File: src/rtl/mfp_ahb_rojo_mc_if.sv
// AHB-lite signal bundle between the MIPSfpga bus and the multi-bot Rojobot peripheral.
// The master drives address/control/write data; the slave returns registered read data.
interface mfp_ahb_rojo_mc_if;
    logic [31:0] HADDR;
    logic [1:0]  HTRANS;
    logic [31:0] HWDATA;
    logic        HWRITE;
    logic        HSEL;
    logic [31:0] HRDATA;

    modport master (output HADDR, HTRANS, HWDATA, HWRITE, HSEL, input HRDATA);
    modport slave  (input HADDR, HTRANS, HWDATA, HWRITE, HSEL, output HRDATA);
endinterface

File: src/rtl/mfp_ahb_rojo_mc.sv
// AHB-lite slave for up to eight Rojobot channels: per-bot control, live info, update
// snapshots, and sticky maskable update interrupts with overrun tracking and acknowledge.
module mfp_ahb_rojo_mc #(
    parameter int          NUM_BOTS    = 2,
    parameter logic [31:0] BASE_ADDR   = 32'h1F800100,
    parameter int          SYNC_STAGES = 2
) (
    input  logic                    HCLK,
    input  logic                    HRESETn,
    mfp_ahb_rojo_mc_if.slave        ahb,
    output logic [8*NUM_BOTS-1:0]   IO_BotCtrl,
    input  logic [32*NUM_BOTS-1:0]  IO_BotInfo,
    input  logic [NUM_BOTS-1:0]     IO_BotUpdt,
    output logic [NUM_BOTS-1:0]     IO_INT_ACK,
    output logic                    IRQ
);
    localparam logic [4:0] OFF_PEND = 5'h18;
    localparam logic [4:0] OFF_MASK = 5'h19;
    localparam logic [4:0] OFF_OVR  = 5'h1A;

    logic [7:0]          r_ctrl [NUM_BOTS];
    logic [31:0]         r_snap [NUM_BOTS];
    logic [NUM_BOTS-1:0] r_pending, r_mask, r_overrun, r_ack;
    logic [NUM_BOTS-1:0] r_sync [SYNC_STAGES];
    logic [NUM_BOTS-1:0] r_sync_q;
    logic                r_irq;
    logic [31:0]         r_hrdata;
    logic                r_wr_en;
    logic [4:0]          r_wr_off;

    logic                w_hit, w_act, w_re, w_rd_fwd;
    logic [NUM_BOTS-1:0] w_upd, w_pend_clr, w_ovr_clr, w_pend_nxt, w_ovr_nxt, w_mask_nxt;
    logic [7:0]          w_ctrl_nxt [NUM_BOTS];
    logic [31:0]         w_rdata;
    logic                w_unused;

    assign w_hit    = (ahb.HADDR[31:7] == BASE_ADDR[31:7]);
    assign w_act    = ahb.HSEL && (ahb.HTRANS != 2'b00);
    assign w_re     = w_act && !ahb.HWRITE;
    assign w_rd_fwd = r_wr_en && (r_wr_off == ahb.HADDR[6:2]);
    assign w_unused = ^{ahb.HADDR[1:0], ahb.HWDATA[31:8]};

    assign w_upd      = r_sync[SYNC_STAGES-1] & ~r_sync_q;
    assign w_pend_clr = (r_wr_en && r_wr_off == OFF_PEND) ? ahb.HWDATA[NUM_BOTS-1:0] : '0;
    assign w_ovr_clr  = (r_wr_en && r_wr_off == OFF_OVR)  ? ahb.HWDATA[NUM_BOTS-1:0] : '0;
    assign w_mask_nxt = (r_wr_en && r_wr_off == OFF_MASK) ? ahb.HWDATA[NUM_BOTS-1:0] : r_mask;
    // A new event on a bot that is being acknowledged in the same cycle is not an overrun.
    assign w_pend_nxt = (r_pending & ~w_pend_clr) | w_upd;
    assign w_ovr_nxt  = (r_overrun & ~w_ovr_clr) | (w_upd & r_pending & ~w_pend_clr);

    always_comb begin
        for (int i = 0; i < NUM_BOTS; i++) begin
            w_ctrl_nxt[i] = r_ctrl[i];
            if (r_wr_en && r_wr_off == 5'(i))
                w_ctrl_nxt[i] = ahb.HWDATA[7:0];
        end
    end

    // Read mux uses next-state values where a write to the same register is committing.
    always_comb begin
        w_rdata = '0;
        if (w_hit) begin
            case (ahb.HADDR[6:5])
                2'b00: for (int i = 0; i < NUM_BOTS; i++)
                           if (ahb.HADDR[4:2] == 3'(i)) w_rdata = {24'h0, w_ctrl_nxt[i]};
                2'b01: for (int i = 0; i < NUM_BOTS; i++)
                           if (ahb.HADDR[4:2] == 3'(i)) w_rdata = IO_BotInfo[32*i +: 32];
                2'b10: for (int i = 0; i < NUM_BOTS; i++)
                           if (ahb.HADDR[4:2] == 3'(i)) w_rdata = r_snap[i];
                default: begin
                    case (ahb.HADDR[4:2])
                        3'd0:    w_rdata = 32'(w_rd_fwd ? w_pend_nxt : r_pending);
                        3'd1:    w_rdata = 32'(w_mask_nxt);
                        3'd2:    w_rdata = 32'(w_rd_fwd ? w_ovr_nxt : r_overrun);
                        3'd3:    w_rdata = {16'hB07C, 12'h0, 4'(NUM_BOTS)};
                        default: w_rdata = '0;
                    endcase
                end
            endcase
        end
    end

    always_ff @(posedge HCLK or negedge HRESETn) begin
        if (!HRESETn) begin
            r_wr_en   <= 1'b0;
            r_wr_off  <= '0;
            r_hrdata  <= '0;
            r_pending <= '0;
            r_mask    <= '0;
            r_overrun <= '0;
            r_ack     <= '0;
            r_irq     <= 1'b0;
            r_sync_q  <= '0;
            for (int s = 0; s < SYNC_STAGES; s++) r_sync[s] <= '0;
            for (int i = 0; i < NUM_BOTS; i++) begin
                r_ctrl[i] <= '0;
                r_snap[i] <= '0;
            end
        end else begin
            r_wr_en  <= w_act && ahb.HWRITE && w_hit;
            r_wr_off <= ahb.HADDR[6:2];
            if (w_re) r_hrdata <= w_rdata;
            r_sync[0] <= IO_BotUpdt;
            for (int s = 1; s < SYNC_STAGES; s++) r_sync[s] <= r_sync[s-1];
            r_sync_q  <= r_sync[SYNC_STAGES-1];
            r_pending <= w_pend_nxt;
            r_mask    <= w_mask_nxt;
            r_overrun <= w_ovr_nxt;
            r_ack     <= w_pend_clr;
            r_irq     <= |(r_pending & r_mask);
            for (int i = 0; i < NUM_BOTS; i++) begin
                r_ctrl[i] <= w_ctrl_nxt[i];
                if (w_upd[i]) r_snap[i] <= IO_BotInfo[32*i +: 32];
            end
        end
    end

    for (genvar g = 0; g < NUM_BOTS; g++) begin : g_ctrl
        assign IO_BotCtrl[8*g +: 8] = r_ctrl[g];
    end

    assign ahb.HRDATA = r_hrdata;
    assign IO_INT_ACK = r_ack;
    assign IRQ        = r_irq;
endmodule

File: src/flat_wrapper.sv
// flat-port wrapper written by rule: the top's interface ports become plain ports
module mfp_ahb_rojo_mc_flat 
#(
    parameter int          NUM_BOTS    = 2,
    parameter logic [31:0] BASE_ADDR   = 32'h1F800100,
    parameter int          SYNC_STAGES = 2
)
  (HCLK, HRESETn, IO_BotCtrl, IO_BotInfo, IO_BotUpdt, IO_INT_ACK, IRQ, ahb_HADDR, ahb_HTRANS, ahb_HWDATA, ahb_HWRITE, ahb_HSEL, ahb_HRDATA);
  mfp_ahb_rojo_mc_if ahb_i ();
  input  logic HCLK;
  input  logic HRESETn;
  output logic [8*NUM_BOTS-1:0] IO_BotCtrl;
  input  logic [32*NUM_BOTS-1:0] IO_BotInfo;
  input  logic [NUM_BOTS-1:0] IO_BotUpdt;
  output logic [NUM_BOTS-1:0] IO_INT_ACK;
  output logic IRQ;
  input wire logic [$bits(ahb_i.HADDR)-1:0] ahb_HADDR;
  input wire logic [$bits(ahb_i.HTRANS)-1:0] ahb_HTRANS;
  input wire logic [$bits(ahb_i.HWDATA)-1:0] ahb_HWDATA;
  input wire logic [$bits(ahb_i.HWRITE)-1:0] ahb_HWRITE;
  input wire logic [$bits(ahb_i.HSEL)-1:0] ahb_HSEL;
  output wire logic [$bits(ahb_i.HRDATA)-1:0] ahb_HRDATA;
  assign ahb_i.HADDR = ahb_HADDR;
  assign ahb_i.HTRANS = ahb_HTRANS;
  assign ahb_i.HWDATA = ahb_HWDATA;
  assign ahb_i.HWRITE = ahb_HWRITE;
  assign ahb_i.HSEL = ahb_HSEL;
  assign ahb_HRDATA = ahb_i.HRDATA;
  mfp_ahb_rojo_mc #(.NUM_BOTS(NUM_BOTS), .BASE_ADDR(BASE_ADDR), .SYNC_STAGES(SYNC_STAGES)) u_core (.HCLK(HCLK), .HRESETn(HRESETn), .ahb(ahb_i), .IO_BotCtrl(IO_BotCtrl), .IO_BotInfo(IO_BotInfo), .IO_BotUpdt(IO_BotUpdt), .IO_INT_ACK(IO_INT_ACK), .IRQ(IRQ));
endmodule
File: config.mk
export PLATFORM = sky130hd
export DESIGN_NAME = mfp_ahb_rojo_mc_flat
export DESIGN_NICKNAME = d
export VERILOG_FILES = /design/src/rtl/mfp_ahb_rojo_mc_if.sv /design/src/rtl/mfp_ahb_rojo_mc.sv /design/src/flat_wrapper.sv
export SDC_FILE = /design/constraint.sdc
export NUM_CORES = 1
export LEC_CHECK = 0
export ABC_CLOCK_PERIOD_IN_PS = 2100
export BUFFER_PORTS_ARGS = -buffer_cell sky130_fd_sc_hd__buf_2
export CORE_ASPECT_RATIO = 0.7
export CORE_MARGIN = 2
export CORE_UTILIZATION = 50
export DETAILED_ROUTE_END_ITERATION = 8
export GPL_TIMING_DRIVEN = 0
export HOLD_SLACK_MARGIN = 0.06
export PLACE_DENSITY = 0.88
export SYNTH_ARGS = -nofsm -noshare
export SYNTH_HDL_FRONTEND = slang
export SYNTH_SLANG_ARGS = --single-unit
File: constraint.sdc
create_clock -name HCLK -period 2.1 [get_ports HCLK]
set_input_delay 0.105 -clock HCLK [delete_from_list [all_inputs] [get_ports HCLK]]
set_output_delay 0.105 -clock HCLK [all_outputs]
set_load 0.01 [all_outputs]
==> impl_metrics.py <==
metrics = {
    "outcome": {
        "status": "completed",
    },
    "timing": {
        "slew_violations": 0,
        "period_minus_slack_ns": 2.01,
        "slew_headroom_pct": 57.9,
        "worst_clock_skew_ns": 0.0150,
        "finalSetupViolCount": 0,
        "worstMarginPinSlew_ns": 0.631,
        "rsz0062_at_grt": "no",
        "fin_crit_sh_pct": 95.6,
        "hold_violations": 0,
        "finalWorstSetupSlack_ns": 0.0924,
        "fmax_mhz": 498,
    },
    "pwr": {
        "power.leakage_nw": 3.86,
        "ir_drop_mv": 0.663,
        "netSwitchingFraction_pct": 24.4,
        "powerDensity_nw_per_um2": 793,
        "seq_power_share_pct": 41.4,
        "power.switching_mw": 1.71,
        "combPwrFrac_pct": 13.0,
        "intPower_mw": 5.30,
        "clkPwrFrac_pct": 45.6,
    },
    "logic_synthesis": {
        "synth.most_common_cell": "dfrtp_1",
        "synth-seq-area-share_pct": 52.6,
        "ys_ff_latch": 133,
        "synth_cell_types": 57,
        "avgSynthCellArea_um2": 11.4,
        "synth.largest_area_cell": "dfrtp_1",
        "synth_nets": 693,
        "synthFlopType": "dfrtp_1",
        "syn_inst": 557,
        "synth_top_area_share_pct": 52.6,
        "yosysWarnings": 0,
        "synthTopCellsByArea": "dfrtp_1, mux2_2, a22oi_1, a22o_1, a221oi_1",
        "syn-cell-area_um2": 6330,
        "synth-edff-count": 0,
        "synth_common_cells": "dfrtp_1, mux2_2, a22oi_1",
        "async_flop_share_pct": 100,
    },
    "layout": {
        "diodes": 0,
        "seq_area_um2": 3330,
        "layout-drive-gt1-share_pct": 36.2,
        "fill_cells": 830,
        "nets": 955,
        "final_area_um2": 8840,
        "multiInputGateArea_um2": 2750,
        "area_growth_pct": 39.6,
    },
    "clock_tree": {
        "cts_max_level": 4,
        "clk_pin_slew_ns": 0.06,
        "post_cts_buffers": 0,
        "cts-root-buf": "clkbuf_16",
        "cts_tree": "done",
        "clock_path_buffers": 2,
        "clock_latency_ns": 0.42,
        "cts_buffers": 17,
        "clock_sinks": 133,
    },
    "drt": {
        "dr_wl_met2_um": 9500,
        "viasPerCell": 6.12,
        "drcViolationCount": 0,
        "drt_pass1_iterations": 7,
        "wl_met3_um": 2080,
        "highest_layer": "met4",
        "drt-met1-wl_um": 8070,
        "drtIter0Drc": 642,
        "wirelength_um": 20400,
        "antenna_left": 0,
        "wl_per_cell_um": 20.6,
        "num_vias": 6082,
    },
    "die": {
        "die_w_um": 139,
        "io_pins": 187,
        "start_util_pct": 51.2,
        "core_area_um2": 12400,
        "die_y_um": 98.2,
        "die_area_um2": 13600,
        "num_rows": 34,
    },
    "global_route": {
        "grt_usage_pct": 30.6,
        "antenna_found_initial": 0,
        "grt_pass1_vias": 6232,
        "grt.overflow.total": 0,
        "grt_pass1_wl_um": 32400,
        "grt_max_degree": 84,
    },
    "placement": {
        "routabilityCongestion": 0.879,
        "post-dp-hpwl_um": 12800,
        "place_area_um2": 7370,
        "io_buffers": 160,
        "dp_slack_ns": 0.0961,
    },
    "worst_setup_path": {
        "cp_max_fo": 10,
        "worstPathCellList": "dlygate4sd3_1 > buf_2 > buf_2 > nor3_4 > clkbuf_1 > a22oi_1 > o22ai_1 > a22o_1",
        "cp.required_ns": 2.45,
        "cp-end-kind": "flop",
        "r2r_setup_slack_ns": 0.16,
        "r2r_cells": 7,
        "critical_path_arrival_ns": 2.36,
        "cp.depth": 8,
        "reg2reg_from": "u_core.r_wr_off[3]",
        "endpoint": "u_core.ahb.HRDATA[8]",
        "crit_path_start_kind": "primary input",
        "cp_num_buf_inv": 4,
        "r2r-end": "u_core.ahb.HRDATA[1]",
        "critPathSlowestCell": "dlygate4sd3_1",
        "crit_top_cell": "buf_2",
        "startpoint": "ahb_HADDR[4]",
        "crit_family": "buffers and inverters",
        "max_stage_delay_ns": 0.55,
        "crit_type": "in2reg",
    },
    "worst_hold_path": {
        "min-delay-path-class": "in2async",
    },
    "run": {
        "cap_violations": 0,
    },
}
==> repair_timing <==
item,4_1_cts,5_1_grt
gates resized for setup,0,16
hold buffers,82,0
setup endpoints to repair,0,45
endpoints found under the hold margin,140,0
==> layout make-up <==
cell class	instances	share of cell area, %
Clock buffer	20	5.16
Timing Repair Buffer	243	18.7
Tap cell	162	2.29
Multi-Input combinational cell	372	31.1
Sequential cell	133	37.6
Inverter	5	0.212
Buffer	47	2.83
Clock inverter	12	2.00
==> worst min-delay path by stage <==
stage / end / slack [ns] / cells after the start
6_report: u_core.r_snap[11] / 0.20 / 2
5_1_grt: u_core.r_sync[3] / 0.25 / 2
4_1_cts: u_core.r_sync[3] / 0.21 / 2
3_5_place_dp: u_core.r_sync[3] / 0.08 / 1
3_3_place_gp: u_core.r_sync[2] / 0.21 / 1
2_1_floorplan: u_core.IO_BotCtrl[0] / -0.19 / 0
==> through the flow <==
step / utilization, % / power, mW / setup TNS, ns / hold WS [ns] / std cells
finish: 71.4 / 7.01 / 0 / 0.198 / 994
global route: 71.4 / 7.24 / 0 / 0.250 / 994
CTS: 71.3 / 6.97 / 0 / 0.210 / 994
detailed placement: 59.5 / 3.69 / 0 / 0.0797 / 880
global placement: 59.3 / 3.65 / -108.93 / 0.214 / 879
floorplan: - / 3.35 / 0 / -0.191 / 557
==> cells by family (layout without fill, tap and decap cells) <==
| logic type | after synthesis | in the layout | share of synthesized area [%] |
|---|---|---|---|
| AND/OR/NAND/NOR | 120 | 120 | 10.0 |
| AO/OA/AOI/OAI | 176 | 176 | 19.7 |
| buffers and inverters | 52 | 327 | 4.05 |
| flip-flops | 133 | 133 | 52.6 |
| XOR/XNOR | 5 | 5 | 0.692 |
| multiplexers | 71 | 71 | 13.0 |
==> power groups by stage <==
stage | Clock [mW] | Sequential (mW) | Combinational [mW]
finish | 3.20 | 2.90 | 0.914
global route | 3.33 | 2.92 | 0.988
CTS | 3.20 | 2.89 | 0.888
detailed placement | 0 | 2.93 | 0.764
global placement | 0 | 2.92 | 0.732
floorplan | 0 | 2.91 | 0.445
==> flip-flops by register name, summed over array words and instances (netlist names) <==
register,count
u_core.r_wr_en,1
u_core.IO_BotCtrl,16
u_core.r_wr_off,5
u_core.IO_INT_ACK,2
u_core.r_pending,2
u_core.ahb.HRDATA,32
u_core.r_sync,4
u_core.r_sync_q,2
u_core.r_mask,2
u_core.IRQ,1
u_core.r_overrun,2
u_core.r_snap,64
==> placed cells by master (no fill, tap or decap), types with 4 or more instances in the layout <==
master,netlist,routed
o21ai_1,14,14
clkbuf_2,2,10
dlygate4sd3_1,0,82
clkbuf_16,0,17
nor2b_1,7,7
a21oi_1,19,19
xnor2_1,5,5
nand3_1,19,19
mux2_2,64,64
o31ai_1,8,8
bufinv_16,0,4
clkbuf_1,17,12
nor3_1,4,4
a211oi_1,6,6
inv_1,5,5
o22ai_1,15,15
o21ai_0,12,12
a31oi_1,5,5
nor2_1,27,27
a221oi_1,16,16
buf_6,3,4
dfrtp_1,133,133
a22oi_1,46,46
o22a_1,7,7
a22o_1,18,18
nand2_1,33,33
buf_2,20,178
==> routing by layer <==
metal	GRT usage, %	vias up
met5	0	-
met3	7.31	76
met4	15.4	0
met2	48.2	426
met1	40.1	2935
li1	-	2645
Power figures use the tool's default switching activity.
